File: config.mk
export PLATFORM = sky130hd
export DESIGN_NAME = pulse_train_gen_flat
export DESIGN_NICKNAME = d
export VERILOG_FILES = /design/src/rtl/pulse_gen_pkg.sv /design/src/rtl/pulse_train_gen_if.sv /design/src/rtl/pulse_gen_timer.sv /design/src/rtl/pulse_train_gen.sv /design/src/flat_wrapper.sv
export SDC_FILE = /design/constraint.sdc
export NUM_CORES = 1
export LEC_CHECK = 0
export CAP_MARGIN = 20
export CORE_ASPECT_RATIO = 1.4
export CORE_MARGIN = 4
export CORE_UTILIZATION = 55
export DETAILED_ROUTE_END_ITERATION = 16
export PLACE_DENSITY = 0.85
export SLEW_MARGIN = 15
export SYNTH_ARGS = -nofsm -noshare
export SYNTH_HDL_FRONTEND = slang
export SYNTH_SLANG_ARGS = --single-unit
File: constraint.sdc
create_clock -name i_clk -period 4.8 [get_ports i_clk]
set_input_delay 1.2 -clock i_clk [delete_from_list [all_inputs] [get_ports i_clk]]
set_output_delay 1.2 -clock i_clk [all_outputs]
set_load 0.05 [all_outputs]
File: src/rtl/pulse_gen_pkg.sv
// Shared FSM encoding, default phase lengths and the phase-timer sizing helper for pulse_train_gen.
package pulse_gen_pkg;

  typedef enum logic [2:0] {
    ST_IDLE = 3'd0,
    ST_CLR  = 3'd1,
    ST_HIGH = 3'd2,
    ST_LOW  = 3'd3,
    ST_DONE = 3'd4
  } state_e;

  localparam int unsigned DEF_CNT_WIDTH   = 8;
  localparam int unsigned DEF_HIGH_CYCLES = 16;
  localparam int unsigned DEF_LOW_CYCLES  = 4;

  // Bits needed to hold the longer of the two phase lengths.
  function automatic int unsigned timer_width(input int unsigned high_cycles,
                                              input int unsigned low_cycles);
    int unsigned span;
    span = (high_cycles > low_cycles) ? high_cycles : low_cycles;
    return $clog2(span + 1);
  endfunction

endpackage

File: src/rtl/pulse_train_gen_if.sv
// Request/status bundle of pulse_train_gen; master drives requests, slave (the generator) drives status.
interface pulse_train_gen_if #(
  parameter int unsigned CNT_WIDTH = 8
);
  logic                 i_start;
  logic [CNT_WIDTH-1:0] i_pulse_num;
  logic                 i_stop;
  logic                 o_cnt_clk;
  logic                 o_cnt_rst;
  logic                 o_busy;
  logic                 o_done;
  logic [CNT_WIDTH-1:0] o_sent;

  modport master (
    output i_start, i_pulse_num, i_stop,
    input  o_cnt_clk, o_cnt_rst, o_busy, o_done, o_sent
  );

  modport slave (
    input  i_start, i_pulse_num, i_stop,
    output o_cnt_clk, o_cnt_rst, o_busy, o_done, o_sent
  );
endinterface

File: src/rtl/pulse_gen_timer.sv
// Loadable count-down phase timer; holds at zero (no wrap) and flags expiry while the count is zero.
module pulse_gen_timer #(
  parameter int unsigned WIDTH = 5
) (
  input  logic             clk,
  input  logic             rst,
  input  logic             load,
  input  logic [WIDTH-1:0] load_val,
  output logic             expired_c
);

  logic [WIDTH-1:0] cnt_q;

  always_ff @(posedge clk) begin
    if (rst) begin
      cnt_q <= '0;
    end else if (load) begin
      cnt_q <= load_val;
    end else if (cnt_q != '0) begin
      cnt_q <= cnt_q - 1'b1;
    end
  end

  assign expired_c = (cnt_q == '0);

endmodule

File: src/rtl/pulse_train_gen.sv
// Emits a train of fixed-width level pulses on o_cnt_clk with graceful stop support.
// Optional counter pre-clear phase (CLR state, o_cnt_rst) is built when PULSE_GEN_CLR_EN is defined.
module pulse_train_gen
  import pulse_gen_pkg::*;
#(
  parameter int unsigned CNT_WIDTH   = DEF_CNT_WIDTH,
  parameter int unsigned HIGH_CYCLES = DEF_HIGH_CYCLES,
  parameter int unsigned LOW_CYCLES  = DEF_LOW_CYCLES
) (
  input logic               i_clk,
  input logic               i_rst,
  pulse_train_gen_if.slave  bus
);

  localparam int unsigned TMR_W = timer_width(HIGH_CYCLES, LOW_CYCLES);
  localparam logic [TMR_W-1:0] HIGH_LOAD = TMR_W'(HIGH_CYCLES - 1);
  localparam logic [TMR_W-1:0] LOW_LOAD  = TMR_W'(LOW_CYCLES - 1);

  state_e               state_q, state_d;
  logic [CNT_WIDTH-1:0] count_q, count_d;
  logic [CNT_WIDTH-1:0] sent_q, sent_d;
  logic                 stop_q, stop_d;
  logic                 cnt_clk_q, busy_q, done_q;
  logic                 tmr_load;
  logic [TMR_W-1:0]     tmr_val;
  logic                 tmr_expired_c;
`ifdef PULSE_GEN_CLR_EN
  logic                 clr_low_q, clr_low_d;
  logic                 cnt_rst_q;
`endif

  pulse_gen_timer #(.WIDTH(TMR_W)) u_timer (
    .clk       (i_clk),
    .rst       (i_rst),
    .load      (tmr_load),
    .load_val  (tmr_val),
    .expired_c (tmr_expired_c)
  );

  // State, bookkeeping and registered outputs; outputs decode the upcoming state.
  always_ff @(posedge i_clk) begin
    if (i_rst) begin
      state_q   <= ST_IDLE;
      count_q   <= '0;
      sent_q    <= '0;
      stop_q    <= 1'b0;
      cnt_clk_q <= 1'b0;
      busy_q    <= 1'b0;
      done_q    <= 1'b0;
`ifdef PULSE_GEN_CLR_EN
      clr_low_q <= 1'b0;
      cnt_rst_q <= 1'b0;
`endif
    end else begin
      state_q   <= state_d;
      count_q   <= count_d;
      sent_q    <= sent_d;
      stop_q    <= stop_d;
      cnt_clk_q <= (state_d == ST_HIGH);
      busy_q    <= (state_d inside {ST_CLR, ST_HIGH, ST_LOW});
      done_q    <= (state_d == ST_DONE);
`ifdef PULSE_GEN_CLR_EN
      clr_low_q <= clr_low_d;
      cnt_rst_q <= (state_d == ST_CLR) && !clr_low_d;
`endif
    end
  end

  // Next-state, timer reload and sticky-stop logic.
  always_comb begin
    state_d  = state_q;
    count_d  = count_q;
    sent_d   = sent_q;
    stop_d   = stop_q;
    tmr_load = 1'b0;
    tmr_val  = '0;
`ifdef PULSE_GEN_CLR_EN
    clr_low_d = clr_low_q;
`endif
    case (state_q)
      ST_IDLE: begin
        if (bus.i_start) begin
          count_d = bus.i_pulse_num;
          sent_d  = '0;
          stop_d  = bus.i_stop;
          if (bus.i_pulse_num == '0) begin
            state_d = ST_DONE;
          end else begin
            tmr_load = 1'b1;
            tmr_val  = HIGH_LOAD;
`ifdef PULSE_GEN_CLR_EN
            state_d   = ST_CLR;
            clr_low_d = 1'b0;
`else
            state_d   = ST_HIGH;
`endif
          end
        end
      end
`ifdef PULSE_GEN_CLR_EN
      ST_CLR: begin
        if (bus.i_stop) stop_d = 1'b1;
        if (tmr_expired_c) begin
          tmr_load = 1'b1;
          if (!clr_low_q) begin
            clr_low_d = 1'b1;
            tmr_val   = LOW_LOAD;
          end else begin
            clr_low_d = 1'b0;
            state_d   = ST_HIGH;
            tmr_val   = HIGH_LOAD;
          end
        end
      end
`endif
      ST_HIGH: begin
        if (bus.i_stop) stop_d = 1'b1;
        if (tmr_expired_c) begin
          sent_d   = sent_q + 1'b1;
          state_d  = ST_LOW;
          tmr_load = 1'b1;
          tmr_val  = LOW_LOAD;
        end
      end
      ST_LOW: begin
        if (bus.i_stop) stop_d = 1'b1;
        // A stop arriving on the final low cycle still ends the train.
        if (tmr_expired_c) begin
          if ((sent_q < count_q) && !stop_d) begin
            state_d  = ST_HIGH;
            tmr_load = 1'b1;
            tmr_val  = HIGH_LOAD;
          end else begin
            state_d = ST_DONE;
          end
        end
      end
      ST_DONE: state_d = ST_IDLE;
      default: state_d = ST_IDLE;
    endcase
  end

  assign bus.o_cnt_clk = cnt_clk_q;
  assign bus.o_busy    = busy_q;
  assign bus.o_done    = done_q;
  assign bus.o_sent    = sent_q;
`ifdef PULSE_GEN_CLR_EN
  assign bus.o_cnt_rst = cnt_rst_q;
`else
  assign bus.o_cnt_rst = 1'b0;
`endif

endmodule
File: src/flat_wrapper.sv
// flat-port wrapper written by rule: the top's interface ports become plain ports
module pulse_train_gen_flat import pulse_gen_pkg::*;
#(
  parameter int unsigned CNT_WIDTH   = DEF_CNT_WIDTH,
  parameter int unsigned HIGH_CYCLES = DEF_HIGH_CYCLES,
  parameter int unsigned LOW_CYCLES  = DEF_LOW_CYCLES
)
  (i_clk, i_rst, bus_i_start, bus_i_pulse_num, bus_i_stop, bus_o_cnt_clk, bus_o_cnt_rst, bus_o_busy, bus_o_done, bus_o_sent);
  pulse_train_gen_if #(.CNT_WIDTH(CNT_WIDTH)) bus_i ();
  input logic i_clk;
  input logic i_rst;
  input wire logic [$bits(bus_i.i_start)-1:0] bus_i_start;
  input wire logic [$bits(bus_i.i_pulse_num)-1:0] bus_i_pulse_num;
  input wire logic [$bits(bus_i.i_stop)-1:0] bus_i_stop;
  output wire logic [$bits(bus_i.o_cnt_clk)-1:0] bus_o_cnt_clk;
  output wire logic [$bits(bus_i.o_cnt_rst)-1:0] bus_o_cnt_rst;
  output wire logic [$bits(bus_i.o_busy)-1:0] bus_o_busy;
  output wire logic [$bits(bus_i.o_done)-1:0] bus_o_done;
  output wire logic [$bits(bus_i.o_sent)-1:0] bus_o_sent;
  assign bus_i.i_start = bus_i_start;
  assign bus_i.i_pulse_num = bus_i_pulse_num;
  assign bus_i.i_stop = bus_i_stop;
  assign bus_o_cnt_clk = bus_i.o_cnt_clk;
  assign bus_o_cnt_rst = bus_i.o_cnt_rst;
  assign bus_o_busy = bus_i.o_busy;
  assign bus_o_done = bus_i.o_done;
  assign bus_o_sent = bus_i.o_sent;
  pulse_train_gen #(.CNT_WIDTH(CNT_WIDTH), .HIGH_CYCLES(HIGH_CYCLES), .LOW_CYCLES(LOW_CYCLES)) u_core (.i_clk(i_clk), .i_rst(i_rst), .bus(bus_i));
endmodule
# After elaboration in Yosys (flattened, before gate mapping)
# Index checks and enable logic that the tools add are counted.
[totals]
input_bits = 12
ff_bits = 28
[classes]
n_lt_le_gt_ge = 1
n_eq_ne = 8
n_mux = 27
reduce_logical = 13
n_addsub = 2
[op_table]
columns = ["cell", "n"]
rows = [
  ["5-bit 2-to-1 mux", 4],
  ["8-bit 2-to-1 mux", 2],
  ["8-bit case mux with 2 select lines", 1],
  ["3-bit 2-to-1 mux", 5],
  ["5-bit case mux with 3 select lines", 1],
  ["3-bit by 2-bit == test with 1-bit output (second input constant)", 4],
  ["3-bit case mux with 3 select lines", 1],
  ["8-bit by 1-bit adder with 8-bit output (second input constant)", 1],
  ["8-bit zero test", 1],
  ["8-bit less-than comparator", 1],
  ["1-bit 2-to-1 mux", 8],
  ["4-bit 2-to-1 mux", 2],
  ["1-bit case mux with 3 select lines", 2],
  ["3-bit nonzero test", 2],
  ["5-bit zero test", 1],
  ["5-bit nonzero test", 1],
  ["5-bit by 1-bit subtractor with 5-bit output (second input constant)", 1],
  ["2-bit AND reduction", 2],
  ["2-bit nonzero test", 2],
  ["3-bit by 1-bit == test with 1-bit output (second input constant)", 1],
  ["3-bit == test (second input constant)", 1],
  ["3-bit zero test", 1],
  ["3-bit AND reduction", 1],
  ["2-bit 2-to-1 mux", 1],
  ["4 further kinds", 4],
]

# Logic depth before layout (Yosys ltp)
[depth]
word_depth = 9
mapped_depth = 7

# By module
# A second synthesis with hierarchy kept.
[unflattened]
hier_cells = 173
hier_area_um2 = 1480.2
[modules_own_cells]
columns = ["module", "cells_per_inst", "seq_area_each_um2", "area_per_inst_um2", "instances"]
rows = [
  ["pulse_train_gen", 141, 460.4, 1192.4, 1],
  ["pulse_gen_timer", 32, 100.1, 287.8, 1],
]

# Worst setup path after synthesis
# Ideal clock, no wire load.
[synth_path]
path_kind = "input to register"
from = "in bus_i_stop"
to = "reg u_core.cnt_clk_q, in the netlist u_core.bus.o_cnt_clk"
arrival_time_ps = 2148
path_slack_ps = 2537
path_stages = 3
n_path_buf = 0
cell_sequence = "a2111oi_1 > nand3_1 > a2111oi_0"
[synth_via]
elab_chain_len = 8
[synth_lines]
columns = ["item", "line_no", "source"]
rows = [
  ["from (decl)", "flat_wrapper.sv:14", "input wire logic [$bits(bus_i.i_stop)-1:0] bus_i_stop;"],
  ["1-bit 2-to-1 mux", "--", ""],
  ["1-bit 2-to-1 mux", "pulse_train_gen.sv:80", "case (state_q)"],
  ["1-bit zero test", "pulse_train_gen.sv:129", "if ((sent_q < count_q) && !stop_d) begin"],
  ["1-bit logical AND", "pulse_train_gen.sv:129", ""],
  ["3-bit 2-to-1 mux", "pulse_train_gen.sv:129", ""],
  ["3-bit 2-to-1 mux", "pulse_train_gen.sv:128", "if (tmr_expired_c) begin"],
  ["3-bit case mux with 3 select lines", "pulse_train_gen.sv:80", ""],
  ["3-bit by 2-bit == test with 1-bit output", "pulse_train_gen.sv:59", "cnt_clk_q <= (state_d == ST_HIGH);"],
  ["to (signal assigned)", "pulse_train_gen.sv:59", ""],
  ["to (decl)", "pulse_train_gen.sv:23", "logic cnt_clk_q, busy_q, done_q;"],
]
# Every way passes these cells. The select of a mux whose other input is x is not followed.
# A chain may end at the register's enable or synchronous reset.

# Worst setup path in the final report
[layout_path]
from = "reg u_core.sent_q[4], in the netlist u_core.bus.o_sent[4]"
to = "out bus_o_sent[4]"
[layout_rtl]
columns = ["item", "line_no", "source"]
rows = [
  ["from (decl)", "pulse_train_gen.sv:21", "logic [CNT_WIDTH-1:0] sent_q, sent_d;"],
  ["from (signal assigned)", "pulse_train_gen.sv:57", "sent_q <= sent_d;"],
  ["to (decl)", "flat_wrapper.sv:19", "output wire logic [$bits(bus_i.o_sent)-1:0] bus_o_sent;"],
]
# No word-level cell between the ends.

==> summary.md <==
| Metric | Value |
|---|---|
| Fraction of registers with async set or reset after synthesis | `0%` |
| Worst VDD drop | `239 uV` |
| Crit start category | `flip-flop` |
| Clk pin slew, worst setup/hold paths | `0.15 ns` |
| Met3 GRT Util | `1.94%` |
| FF+latch area | `561 um2` |
| Crit path DAT | `1.69 ns` |
| Synth-to-layout area growth | `18.5%` |
| Fraction of layout cells with a size suffix above 1 | `9.39%` |
| CP max stage delay | `0.86 ns` |
| Number of post-CTS setup repair buffers | `0` |
| Mapped Area | `0.00146 mm2` |
| Setup crit end kind | `output pin` |
| Final WS setup | `1.91 ns` |
| Met2 Use GR | `40.3%` |
| Tcrit/Tclk final | `60.1%` |
| FF-to-FF path depth | `5` |
| Launching point of the worst reg2reg path | `u_core.count_q[7]$_SDFFE_PP0P_` |
| End of the worst register-to-register path | `u_core.bus.o_cnt_clk$_SDFF_PP0_` |
| Cell variety after synth | `43` |
| Max frequency | `346 MHz` |
| End point of the critical path | `bus_o_sent[4]` |
| Via count | `1209` |
| RSZ-0062 raised after global routing | `false` |
| Die width | `51.5 um` |
| Req. time, crit path | `3.60 ns` |
| Die area | `0.00355 mm2` |
| Fin nets | `203` |
| First-pass GRT wire length | `5200 um` |
| Critical path peak fanout | `6` |
| Worst reg2reg setup slack | `2.72 ns` |
| Synth warn | `0` |
| Pin count of the biggest net entering global routing | `26` |
| P per Cell Area | `333 mW/mm2` |
| FF+latch count, synth | `28` |
| Rel. slew slack | `45.0%` |
| CTS H-Tree Depth | `1` |
| Ant diodes | `0` |
| Root Driver | `clkbuf_4` |
| Leakage power | `0.000615 uW` |
| Final setup viols | `0` |
| GRT overflow | `0` |
| Worst-margin pin slew | `0.822 ns` |
| Hold_buf cts | `0` |
| Outcome | `complete, no violations` |
| Worst path depth | `1` |
| Setup TNS | `0 ns` |
| Pre-CTS WS | `1.75 ns` |
| Drt wl/cell | `14.2 um` |
| Initial antenna violation count | `0` |
| Syn_area_per_cell | `9.07 um2` |
| Synthesized instance count | `161` |
| IO Pins | `24` |
| Net Count, Synth | `182` |
| Post-DRT Antenna Nets | `0` |
| Met1 Use GR | `18.3%` |
| Post-route cell area | `0.00173 mm2` |
| Initial drt markers | `10` |
| Final wirelength | `3060 um` |
| Clock Skews | `0.00936 ns` |
| Port bufs | `22` |
| DR pass1 iterations | `4` |
| CTS resizes | `0` |
| Fillers | `214` |
| Routability cong. | `0.802` |
| Area post-placement | `0.00169 mm2` |
| Final Max Tran Viols | `0` |
| Final Hold Fails | `0` |
| Slowest-stage cell, CP | `clkdlybuf4s50_1` |
| Vias in the first global route | `1251` |
| Placed insts | `211` |
| Fin cells | `215` |
| Worst-path cell chain | `clkdlybuf4s50_1` |
| Via-to-Cell Ratio | `5.62` |
| CP startpoint | `u_core.bus.o_sent[4]$_SDFFE_PP0P_` |
| CTS tree | `done` |
| Clk buf depth | `2` |
| Area of the multi-input gates | `837 um2` |
| Clock Latency Late Sink | `0.34 ns` |
| Overall routing resource usage | `19.6%` |
| Gr busiest metal | `met2` |
| Clock tree sinks | `28` |
| Maxcap violations | `0` |
| Number of core rows | `21` |
| Starting Density | `59.1%` |
| Tmin final | `2.89 ns` |
| HP Class | `reg2reg` |
| Core ar. | `0.00247 mm2` |
| Kind of critical path | `reg2out` |
| DRC Markers | `0` |
| Worst path top cell family by delay | `buffers and inverters` |
| Synth Flop Type | `dfxtp_1` |
| CTS Buf Count | `3` |
| Number of synthesized flops with an enable pin | `0` |
| Die Y | `69.0 um` |
| Post-DP HPWL | `2480 um` |
| Seq/Total Area, Yosys | `38.4%` |
| CP bufs+invs | `1` |
-- cells in the final DEF (no fill, tap or decap), types with 4 or more instances in the layout --
cell type        netlist  layout
nor3_1                 4       4
xnor2_1                7       7
dfxtp_1               28      28
inv_1                  9       9
clkdlybuf4s50_1        0      22
nand2_1               27      27
nor2_1                 9       9
ha_1                   9       9
nand3_1                7       7
a21oi_1               15      15
-- routing by layer --
layer / vias to the layer above / wire length, um
li1: 610 / -
met5: - / 0
met3: 7 / 95
met2: 26 / 1670
met4: 0 / 78
met1: 566 / 1220
-- cell type report --
type | instances | area share [%]
clock buffers | 4 | 2.10
inverters | 9 | 1.95
multi-input cells | 118 | 48.4
flip-flops and latches | 28 | 32.4
well taps | 34 | 2.46
repair buffers | 22 | 12.7
-- synth_stat cells (all sizes together), types with 2 or more instances --
cell / count / area share (%)
nor3b: 2 / 1.4
nor4: 3 / 1.7
o311ai: 2 / 1.2
ha: 9 / 7.7
a2111oi: 2 / 1.3
or4b: 2 / 1.6
buf: 3 / 1.2
nor3: 5 / 2.5
nor2: 11 / 3.2
a311oi: 2 / 1.2
xor2: 2 / 1.2
nand2b: 2 / 0.86
xnor2: 7 / 4.2
nand3: 7 / 2.4
a21oi: 16 / 6.3
o31ai: 2 / 1.0
inv: 9 / 2.3
dfxtp: 28 / 38
nand2: 27 / 6.9
clkbuf: 3 / 0.77
nor4b: 4 / 5.9
-- worst min path at each step --
stage                                endpoint  depth (start not counted)                            from
6_report       u_core.count_q[0]$_SDFFE_PP0P_                          2  u_core.count_q[0]$_SDFFE_PP0P_
5_1_grt        u_core.count_q[6]$_SDFFE_PP0P_                          2  u_core.count_q[6]$_SDFFE_PP0P_
4_1_cts        u_core.count_q[0]$_SDFFE_PP0P_                          2  u_core.count_q[0]$_SDFFE_PP0P_
3_5_place_dp   u_core.count_q[0]$_SDFFE_PP0P_                          2  u_core.count_q[0]$_SDFFE_PP0P_
3_3_place_gp   u_core.count_q[0]$_SDFFE_PP0P_                          2  u_core.count_q[0]$_SDFFE_PP0P_
2_1_floorplan  u_core.count_q[0]$_SDFFE_PP0P_                          2  u_core.count_q[0]$_SDFFE_PP0P_
-- per-stage QoR --
step                power [uW]  utilization (%)  hold slack, ns
finish                     576             70.1           0.462
global route               603             70.1           0.489
CTS                        578             70.1           0.462
detailed placement         466             68.6           0.443
global placement           454             68.6           0.443
floorplan                  419                -           0.431
-- flip-flops by register name, summed over array words and instances, names as in the netlist --
register / count
u_core.bus.o_sent: 8
u_core.bus.o_busy: 1
u_core.state_q: 3
u_core.bus.o_done: 1
u_core.count_q: 8
u_core.u_timer.cnt_q: 5
u_core.stop_q: 1
u_core.bus.o_cnt_clk: 1
-- power breakdown --
group / total, uW / leakage (uW) / internal, uW / switching, uW
registers: 287 / 0.000229 / 258 / 29.5
clock network: 115 / 0.0000210 / 46.6 / 68.4
logic: 173 / 0.000365 / 77.7 / 95.8
total: 576 / 0.000615 / 382 / 194
-- cells by family after synthesis --
logic type	after synthesis	share of synthesized area [%]
simple gates	68	29.0
compound gates	30	14.2
flops	28	38.4
buf+inv	15	4.28
fa+ha+maj	9	7.71
xor+xnor	9	5.40
other cells	1	0.257
mux	1	0.686
Note: power is estimated with default switching activity, not from simulation.
